$ cat src/rtl/tile_map_pkg.sv
// Shared tile-map definitions for the map writer and the VGA renderer.
// Pure definitions: no latency, no flow control.
package tile_map_pkg;

    localparam int MAP_W         = 20;
    localparam int MAP_H         = 15;
    localparam int BYTES_PER_ROW = 10;

    localparam logic [3:0] TILE_WALL   = 4'h0;
    localparam logic [3:0] TILE_FLOOR  = 4'h1;
    localparam logic [3:0] TILE_PLAYER = 4'h2;

    typedef enum logic [2:0] {
        ST_IDLE,
        ST_RD_DST,
        ST_CHK_DST,
        ST_WR_DST,
        ST_RD_SRC,
        ST_WR_SRC,
        ST_DONE
    } state_t;

    typedef enum logic [1:0] {
        DIR_UP,
        DIR_DOWN,
        DIR_LEFT,
        DIR_RIGHT
    } dir_t;

    // y*10 + x/2 built from shifts: y*8 + y*2.
    function automatic logic [11:0] tile_addr(input logic [4:0] x, input logic [3:0] y);
        return {5'd0, y, 3'd0} + {7'd0, y, 1'b0} + {8'd0, x[4:1]};
    endfunction

    function automatic logic [7:0] put_nibble(input logic [7:0] b, input logic odd,
                                              input logic [3:0] tile);
        return odd ? {tile, b[3:0]} : {b[7:4], tile};
    endfunction

endpackage

$ cat src/rtl/switch_debounce.sv
// Switch debouncer: output follows the input after it differs for CYCLES consecutive cycles.
// Latency CYCLES cycles; a bounce back to the stable level restarts the count. No backpressure.
module switch_debounce #(
    parameter int CYCLES = 250000
) (
    input  logic i_Clk,
    input  logic i_Rst,
    input  logic i_Switch,
    output logic o_Switch
);

    localparam int            CW   = $clog2(CYCLES + 1);
    localparam logic [CW-1:0] LAST = CW'(CYCLES - 1);

    logic [CW-1:0] r_Count;
    logic          r_State;

    always_ff @(posedge i_Clk or posedge i_Rst) begin
        if (i_Rst) begin
            r_Count <= '0;
            r_State <= 1'b0;
        end else if (i_Switch == r_State) begin
            r_Count <= '0;
        end else if (r_Count == LAST) begin
            r_State <= i_Switch;
            r_Count <= '0;
        end else begin
            r_Count <= r_Count + CW'(1);
        end
    end

    assign o_Switch = r_State;

endmodule

$ cat src/rtl/tile_map_writer.sv
// Turns debounced switch presses into collision-checked player moves via BRAM read-modify-write.
// Move takes 6 busy cycles (2 when blocked); requests arriving while busy are dropped, not queued.
module tile_map_writer
    import tile_map_pkg::*;
#(
    parameter int DEBOUNCE_CYCLES = 250000,
    parameter int START_X         = 10,
    parameter int START_Y         = 7
) (
    input  logic        i_Clk,
    input  logic        i_Rst,
    input  logic        i_Switch_1,
    input  logic        i_Switch_2,
    input  logic        i_Switch_3,
    input  logic        i_Switch_4,
    output logic [11:0] o_Bram_Addr,
    output logic [7:0]  o_Bram_Wdata,
    output logic        o_Bram_We,
    input  logic [7:0]  i_Bram_Rdata,
    output logic [4:0]  o_Player_X,
    output logic [3:0]  o_Player_Y,
    output logic [6:0]  o_Moves,
    output logic        o_Busy
);

    logic [3:0] w_Raw;
    logic [3:0] w_Deb;
    logic [3:0] r_Deb_Prev;
    logic [3:0] w_Rise;

    state_t      r_State, w_Next;
    logic [11:0] r_Addr;
    logic [4:0]  r_Player_X, r_Dst_X, w_Dst_X;
    logic [3:0]  r_Player_Y, r_Dst_Y, w_Dst_Y;
    logic [6:0]  r_Moves;
    logic [7:0]  r_Dst_Byte;
    logic        w_Req_Vld;
    logic        w_In_Bounds;
    dir_t        w_Dir;
    logic [3:0]  w_Dst_Nibble;

    assign w_Raw = {i_Switch_4, i_Switch_3, i_Switch_2, i_Switch_1};

    for (genvar g = 0; g < 4; g++) begin : g_deb
        switch_debounce #(.CYCLES(DEBOUNCE_CYCLES)) u_deb (
            .i_Clk    (i_Clk),
            .i_Rst    (i_Rst),
            .i_Switch (w_Raw[g]),
            .o_Switch (w_Deb[g])
        );
    end

    assign w_Rise = w_Deb & ~r_Deb_Prev;

    // Priority Up > Down > Left > Right, then bounds check against the current position.
    always_comb begin
        w_Req_Vld   = |w_Rise;
        w_Dir       = DIR_UP;
        w_Dst_X     = r_Player_X;
        w_Dst_Y     = r_Player_Y;
        w_In_Bounds = 1'b0;
        if (w_Rise[0])      w_Dir = DIR_UP;
        else if (w_Rise[1]) w_Dir = DIR_DOWN;
        else if (w_Rise[2]) w_Dir = DIR_LEFT;
        else                w_Dir = DIR_RIGHT;
        case (w_Dir)
            DIR_UP: begin
                w_In_Bounds = (r_Player_Y != 4'd0);
                w_Dst_Y     = r_Player_Y - 4'd1;
            end
            DIR_DOWN: begin
                w_In_Bounds = (r_Player_Y != 4'(MAP_H - 1));
                w_Dst_Y     = r_Player_Y + 4'd1;
            end
            DIR_LEFT: begin
                w_In_Bounds = (r_Player_X != 5'd0);
                w_Dst_X     = r_Player_X - 5'd1;
            end
            default: begin
                w_In_Bounds = (r_Player_X != 5'(MAP_W - 1));
                w_Dst_X     = r_Player_X + 5'd1;
            end
        endcase
    end

    assign w_Dst_Nibble = r_Dst_X[0] ? i_Bram_Rdata[7:4] : i_Bram_Rdata[3:0];

    always_comb begin
        w_Next       = r_State;
        o_Bram_We    = 1'b0;
        o_Bram_Wdata = 8'd0;
        case (r_State)
            ST_IDLE:    if (w_Req_Vld && w_In_Bounds) w_Next = ST_RD_DST;
            ST_RD_DST:  w_Next = ST_CHK_DST;
            ST_CHK_DST: w_Next = (w_Dst_Nibble == TILE_FLOOR) ? ST_WR_DST : ST_IDLE;
            ST_WR_DST: begin
                o_Bram_We    = 1'b1;
                o_Bram_Wdata = put_nibble(r_Dst_Byte, r_Dst_X[0], TILE_PLAYER);
                w_Next       = ST_RD_SRC;
            end
            ST_RD_SRC:  w_Next = ST_WR_SRC;
            // Source byte is re-read after the destination write so same-byte moves merge correctly.
            ST_WR_SRC: begin
                o_Bram_We    = 1'b1;
                o_Bram_Wdata = put_nibble(i_Bram_Rdata, r_Player_X[0], TILE_FLOOR);
                w_Next       = ST_DONE;
            end
            ST_DONE:    w_Next = ST_IDLE;
            default:    w_Next = ST_IDLE;
        endcase
    end

    always_ff @(posedge i_Clk or posedge i_Rst) begin
        if (i_Rst) begin
            r_State <= ST_IDLE;
        end else begin
            r_State <= w_Next;
        end
    end

    always_ff @(posedge i_Clk or posedge i_Rst) begin
        if (i_Rst) begin
            r_Deb_Prev <= 4'd0;
            r_Addr     <= 12'd0;
            r_Dst_X    <= 5'd0;
            r_Dst_Y    <= 4'd0;
            r_Dst_Byte <= 8'd0;
            r_Player_X <= 5'(START_X);
            r_Player_Y <= 4'(START_Y);
            r_Moves    <= 7'd0;
        end else begin
            r_Deb_Prev <= w_Deb;
            case (r_State)
                ST_IDLE: begin
                    if (w_Req_Vld && w_In_Bounds) begin
                        r_Addr  <= tile_addr(w_Dst_X, w_Dst_Y);
                        r_Dst_X <= w_Dst_X;
                        r_Dst_Y <= w_Dst_Y;
                    end
                end
                ST_CHK_DST: r_Dst_Byte <= i_Bram_Rdata;
                ST_WR_DST:  r_Addr     <= tile_addr(r_Player_X, r_Player_Y);
                ST_DONE: begin
                    r_Player_X <= r_Dst_X;
                    r_Player_Y <= r_Dst_Y;
                    r_Moves    <= (r_Moves == 7'd99) ? 7'd0 : r_Moves + 7'd1;
                end
                default: ;
            endcase
        end
    end

    assign o_Bram_Addr = r_Addr;
    assign o_Player_X  = r_Player_X;
    assign o_Player_Y  = r_Player_Y;
    assign o_Moves     = r_Moves;
    assign o_Busy      = (r_State != ST_IDLE);

endmodule

$ cat config.mk
export PLATFORM = sky130hd
export DESIGN_NAME = tile_map_writer
export DESIGN_NICKNAME = d
export VERILOG_FILES = /design/src/rtl/tile_map_pkg.sv /design/src/rtl/switch_debounce.sv /design/src/rtl/tile_map_writer.sv
export SDC_FILE = /design/constraint.sdc
export NUM_CORES = 1
export LEC_CHECK = 0
export BUFFER_PORTS_ARGS = -buffer_cell sky130_fd_sc_hd__buf_2
export CAP_MARGIN = 10
export CELL_PAD_IN_SITES_DETAIL_PLACEMENT = 1
export CELL_PAD_IN_SITES_GLOBAL_PLACEMENT = 2
export CORE_MARGIN = 2
export CORE_UTILIZATION = 43
export CTS_BUF_LIST = sky130_fd_sc_hd__clkbuf_8
export DETAILED_ROUTE_END_ITERATION = 10
export PLACE_DENSITY = 0.95
export SETUP_SLACK_MARGIN = 0.02
export SLEW_MARGIN = 20
export SYNTH_ARGS = -nofsm -noshare
export SYNTH_HDL_FRONTEND = slang
export SYNTH_SLANG_ARGS = --single-unit
export TNS_END_PERCENT = 100
$ cat constraint.sdc
create_clock -name i_Clk -period 6.29 [get_ports i_Clk]
set_clock_uncertainty 0.05 [all_clocks]
set_input_delay 1.258 -clock i_Clk [delete_from_list [all_inputs] [get_ports i_Clk]]
set_output_delay 1.258 -clock i_Clk [all_outputs]
set_load 0.01 [all_outputs]
---- Word level (Yosys, flattened, before mapping) ----
Index checks and enable logic that the tools add are counted.
word-level totals
  logic and storage cells ................. 98
  output and inout port bits .............. 38
  bits in registers ....................... 128
operators by class
  reduce and logical (&&, ||, !) cells .... 16
  equal/unequal tests ..................... 21
  bitwise operators ....................... 6
  add/subtract/negate cells ............... 13
  mux-type cells .......................... 25
operators with widths
  kind                                                                number
  18-bit 2-to-1 mux                                                   8
  18-bit by 1-bit adder with 18-bit output, second input constant     4
  18-bit == test, second input constant                               4
  12-bit one-hot mux with 2 select lines                              1
  8-bit by 4-bit adder with 9-bit output                              2
  3-bit one-hot mux with 6 select lines                               1
  7-bit by 5-bit adder with 8-bit output                              2
  8-bit 2-to-1 mux                                                    2
  8-bit one-hot mux with 2 select lines                               1
  12-bit 2-to-1 mux                                                   1
  2-bit AND reduction                                                 6
  5-bit one-hot mux with 2 select lines                               1
  3-bit == test, second input constant                                3
  4-bit one-hot mux with 2 select lines                               1
  7-bit by 1-bit adder with 7-bit output, second input constant       1
  7-bit == test, second input constant                                1
  7-bit 2-to-1 mux                                                    1
  3-bit by 2-bit == test with 1-bit output, second input constant     2
  2-bit 2-to-1 mux                                                    3
  5-bit by 1-bit adder with 5-bit output, second input constant       1
  5-bit inequality test, second input constant                        1
  5-bit nonzero test                                                  1
  5-bit by 1-bit subtractor with 5-bit output, second input constant  1
  4-bit by 1-bit adder with 4-bit output, second input constant       1
  23 further kinds                                                    31

---- Logic depth before layout (Yosys ltp) ----
  depth after elaboration ................. 11
  gate-level depth with buffers ........... 18
  gate-level depth less buffers ........... 17

---- Hierarchy ----
A second synthesis with hierarchy kept.
second synthesis, totals
  cells, all modules ...................... 677
  area total of the unflattened synthesis .. 6776.5 um^2
modules (own cells, without submodules)
  module           cells each  area each (um^2)  seq. area each (um^2)  times used
  switch_debounce  93          962.2             475.5                  4
  tile_map_writer  305         2927.8            1207.4                 1

---- Least setup slack after synthesis ----
OpenSTA, ideal clock, no wires.
  path kind ............................... reg-to-reg
  from .................................... register r_Deb_Prev[0]
  to ...................................... register r_Addr[6] (netlist: o_Bram_Addr[6])
  required time ........................... 6.111 ns
  buffers on the path ..................... 1
  stages on the path, launching flop included .. 17
  library setup time ...................... 0.129 ns
  setup slack ............................. 2.479 ns
  arrival ................................. 3.632 ns
  clock period less this slack ............ 3.811 ns
  path through ............................ dfrtp_1 > nand2b_1 > nand2_1 > buf_2 > nor2_1 > xnor2_1 > ha_1 > or3_1 > or3_1 > a21oi_1 > xor2_1 > fa_1 > fa_1 > a21o_1 > a21oi_1 > xnor2_1 > o21ai_0
on the way
  longest elaborated chain between the ends .. 9
RTL lines
  what                                                                                  line                    source
  start: declaration                                                                    tile_map_writer.sv:28   logic [3:0] r_Deb_Prev;
  start signal: assignment                                                              tile_map_writer.sv:132  r_Deb_Prev <= w_Deb;
  4-bit NOT (*)                                                                         tile_map_writer.sv:53   assign w_Rise = w_Deb & ~r_Deb_Prev;
  4-bit AND (*)                                                                         tile_map_writer.sv:53
  2-bit 2-to-1 mux (*)                                                                  tile_map_writer.sv:62   if (w_Rise[0]) w_Dir = DIR_UP;
  2-bit by 1-bit == test with 1-bit output / 2-bit logical NOT (equally long branches)  tile_map_writer.sv:66   case (w_Dir)
  2-bit OR reduction (no source line)                                                   --
  5-bit one-hot mux with 2 select lines (*)                                             tile_map_writer.sv:66
  via w_Dst_X[4]                                                                        tile_map_writer.sv:33   logic [4:0] r_Player_X, r_Dst_X, w_Dst_X;
  8-bit by 4-bit adder with 9-bit output (*)                                            tile_map_pkg.sv:32      return {5'd0, y, 3'd0} + {7'd0, y, 1'b0} + {8'd0, x[4:1]};
  12-bit 2-to-1 mux (*)                                                                 tile_map_writer.sv:135  if (w_Req_Vld && w_In_Bounds) begin
  12-bit one-hot mux with 2 select lines (*)                                            tile_map_writer.sv:133  case (r_State)
  end signal: assignment                                                                tile_map_writer.sv:136  r_Addr <= tile_addr(w_Dst_X, w_Dst_Y);
  end signal: assignment                                                                tile_map_writer.sv:142  ST_WR_DST: r_Addr <= tile_addr(r_Player_X, r_Player_Y);
  end: declaration                                                                      tile_map_writer.sv:32   logic [11:0] r_Addr;
The timed path passes the listed nets; every way through them passes the cells marked *. The select of a mux whose other input is x is not followed.
A chain may end at the register's enable or synchronous reset.

---- Final worst setup path ----
Ends and elaborated chain as after synthesis.

==> flow_metrics.py <==
metrics = {
    "yosys": {
        "yosys_most_used_dff": "dfrtp_1",
        "synth_warnings": 0,
        "synthSimpleGateAreaFrac_pct": 22.0,
        "async_flop_share_pct": 100,
        "synth_top_area_share_pct": 46.4,
        "yosysUniqueCellTypes": 49,
        "synthAdderAreaFrac_pct": 5.85,
        "ys_seq_area_share_pct": 48.5,
        "syn_area_mm2": 0.00641,
        "synth.area.top_cells": "dfrtp_1 46%, nor2_1 6.7%, xor2_1 5.9%",
        "synth-compound-area-share_pct": 5.44,
        "synth_edf_count": 0,
        "synthCells": 651,
        "yosysTopAreaCell": "dfrtp_1",
        "synth_seq_cells": 124,
        "synth-xor-area-share_pct": 11.6,
        "syn_area_per_cell_um2": 9.85,
        "synth_top_family_by_area": "simple AND/OR/NAND/NOR gates",
        "synth.area.mux_share_pct": 3.61,
    },
    "route": {
        "drt-total-wl_um": 14900,
        "vias": 4807,
        "drc": 0,
        "wire_per_inst_um": 16.6,
        "drt-pass1-iter-count": 5,
        "vias_per_cell": 5.36,
        "drtAntennaViolNets": 0,
        "drt_iter0_drc": 264,
    },
    "clock_tree": {
        "clk_pin_slew_worst_paths_ns": 0.07,
        "clkLatencyLatePin_ns": 0.43,
        "cts_setup_buffers": 0,
        "cts_buffers": 17,
        "cts_tree": "built",
        "clockRootBuffer": "clkbuf_8",
        "clock_sinks": 124,
        "cts_buffer_depth": 2,
        "htreeDepth": 4,
        "ctsResizeCount": 0,
        "cts-hold-fix-buffers": 0,
    },
    "timing": {
        "tightest_slew_ns": 1.03,
        "tns_ns": 0,
        "min_period_ns": 4.15,
        "rsz0062_at_grt": "false",
        "slew_headroom_pct": 31.3,
        "fin_crit_sh_pct": 66.0,
        "setup_viol": 0,
        "timing.final.ws_setup_ns": 2.14,
        "fmax_mhz": 241,
        "drv_slew": 0,
        "final-hold-violation-count": 0,
    },
    "global_route": {
        "first_global_vias": 5286,
        "grt_max_degree": 75,
        "antenna_found_initial": 0,
        "grt-busiest-layer": "met2",
        "grt_usage_pct": 19.7,
        "grt_overflow_total": 0,
        "grt_pass1_wl_um": 25500,
        "grt.met2_usage_pct": 34.8,
        "use_met3_pct": 4.55,
        "grt_use_met1_pct": 23.7,
    },
    "critical_path": {
        "end_kind": "flip-flop",
        "required_ns": 6.52,
        "crit_path_start_kind": "flip-flop",
        "critPathMaxFanout": 11,
        "crit_arrival_ns": 4.38,
        "crit_type": "flip-flop to flip-flop",
    },
    "finish": {
        "final_nets": 741,
        "fin_cells": 896,
        "fin_util_pct": 48.9,
        "area_delta_synth_final_pct": 10.9,
        "n_antenna_cell": 0,
        "post_route_cells_drive_above_1_share_pct": 13.6,
    },
    "pwr": {
        "swShare_pct": 33.7,
        "p_int_mw": 1.46,
        "sequentialPowerShare_pct": 46.9,
        "combPwrFrac_pct": 25.5,
        "p_clk_share_pct": 27.6,
        "leakagePower_nw": 3.35,
        "power-per-cell-area_mw_per_mm2": 311,
        "peakVddDrop_mv": 0.115,
        "power.switching_mw": 0.745,
        "p_total_mw": 2.21,
    },
    "status": {
        "status": "completed",
    },
    "floorplan": {
        "num_rows": 44,
        "die-area_mm2": 0.0159,
        "core_area_mm2": 0.0145,
        "die_h_um": 126,
        "io_pins": 52,
        "start_util_pct": 44.1,
        "die_w_um": 126,
    },
    "place": {
        "dp_slack_ns": 2.09,
        "dpl.cell_count": 865,
        "gp_congestion": 0.799,
        "io_buffer_count": 47,
        "hpwlAfterDp_um": 10700,
    },
    "min_path": {
        "hold_class": "flip-flop to flip-flop",
    },
    "job": {
        "maxCapViolCount": 0,
    },
}
[sequential cells by signal (all words and copies together) (netlist names)]
signal                count
g_deb.u_deb.o_Switch      4
g_deb.u_deb.r_Count      72
o_Bram_Addr               8
o_Moves                   7
o_Player_X                5
o_Player_Y                4
r_Deb_Prev                4
r_Dst_Byte                8
r_Dst_X                   5
r_Dst_Y                   4
r_State                   3
[cells in the final DEF (no fill, tap or decap), types with 10 or more instances in the layout]
cell | netlist | layout
dfrtp_1 | 119 | 119
nor2_1 | 114 | 114
nand2_1 | 60 | 60
buf_2 | 5 | 47
xor2_1 | 43 | 43
xnor2_1 | 42 | 42
nand3_1 | 39 | 39
ha_1 | 22 | 22
inv_1 | 17 | 20
nand4_1 | 20 | 20
o21ai_0 | 18 | 18
clkbuf_8 | 0 | 18
and3_1 | 13 | 13
mux2_2 | 13 | 13
a21oi_1 | 12 | 12
nor4_1 | 10 | 10
[metrics by stage]
stage,instance area [um2],hold WS (ns)
after global routing,7110,0.399
after detailed placement,6780,0.366
after floorplan,6420,0.342
after global placement,6780,0.356
after CTS,7110,0.382
final,7110,0.376
[worst paths after layout]
check	to	start	depth (start not counted)	slack [ns]
max	o_Bram_Addr[6]	r_Deb_Prev[0]	15	2.14
min in group asynchronous	g_deb[1].u_deb.r_Count[12]	i_Rst	2	0.99
min	r_Deb_Prev[3]	g_deb[3].u_deb.o_Switch	0	0.38
min reg2reg	r_Deb_Prev[3]	g_deb[3].u_deb.o_Switch	0	0.38
max in group asynchronous	g_deb[1].u_deb.r_Count[0]	i_Rst	3	3.97
max reg2reg	o_Bram_Addr[6]	r_Deb_Prev[0]	15	2.14
[Yosys cell counts (12+ instances only)]
library cell	n
and3_1	13
nand2_1	60
inv_1	17
dfrtp_1	119
nor2_1	114
nand3_1	39
ha_1	22
nand4_1	20
o21ai_0	18
mux2_2	13
xnor2_1	42
a21oi_1	12
xor2_1	43
[worst max-delay path: stages (launching register included)]
cell	delay, ns
dfrtp_1	0.38
nand2b_1	0.18
nand2_1	0.29
nor2_1	0.10
xnor2_1	0.14
ha_1	0.20
or3_1	0.36
or3_1	0.31
a21oi_1	0.17
xor2_1	0.23
fa_1	0.50
fa_1	0.48
a21o_1	0.19
a21oi_1	0.18
xnor2_1	0.14
o21ai_0	0.09
[logic make-up (layout without fill, tap and decap cells)]
kind of cell             after synthesis  in the layout
AND/OR/NAND/NOR                      298            298
flip-flops                           124            124
XOR/XNOR                              85             85
AO/OA/AOI/OAI                         56             56
buffers and inverters                 39             97
adder cells (fa/ha/maj)               27             27
multiplexers                          21             21
other                                  1              4
[routing by layer]
metal	up-vias	wire length, um	part of all wire, %
li1	2313	-	-
met1	2406	6460	43
met2	70	7770	52
met3	18	432	2.9
met4	0	217	1.5
met5	-	0	0
[power groups by stage]
stage               sequential, mW  clock [mW]  combinational [mW]
floorplan                     1.03           0               0.394
global placement              1.04           0               0.534
detailed placement            1.05           0               0.565
CTS                           1.04       0.629               0.572
global route                  1.05       0.663               0.627
finish                        1.04       0.610               0.564
[layout make-up]
cell class              count  area, um2
well taps                 184        230
inverters                  17       66.3
fillers                  1695       7420
flip-flops and latches    124       3110
multi-input cells         491       3120
clock inverters            13       87.6
repair buffers             49        250
clock buffers              18        248
Power figures use the tool's default switching activity.
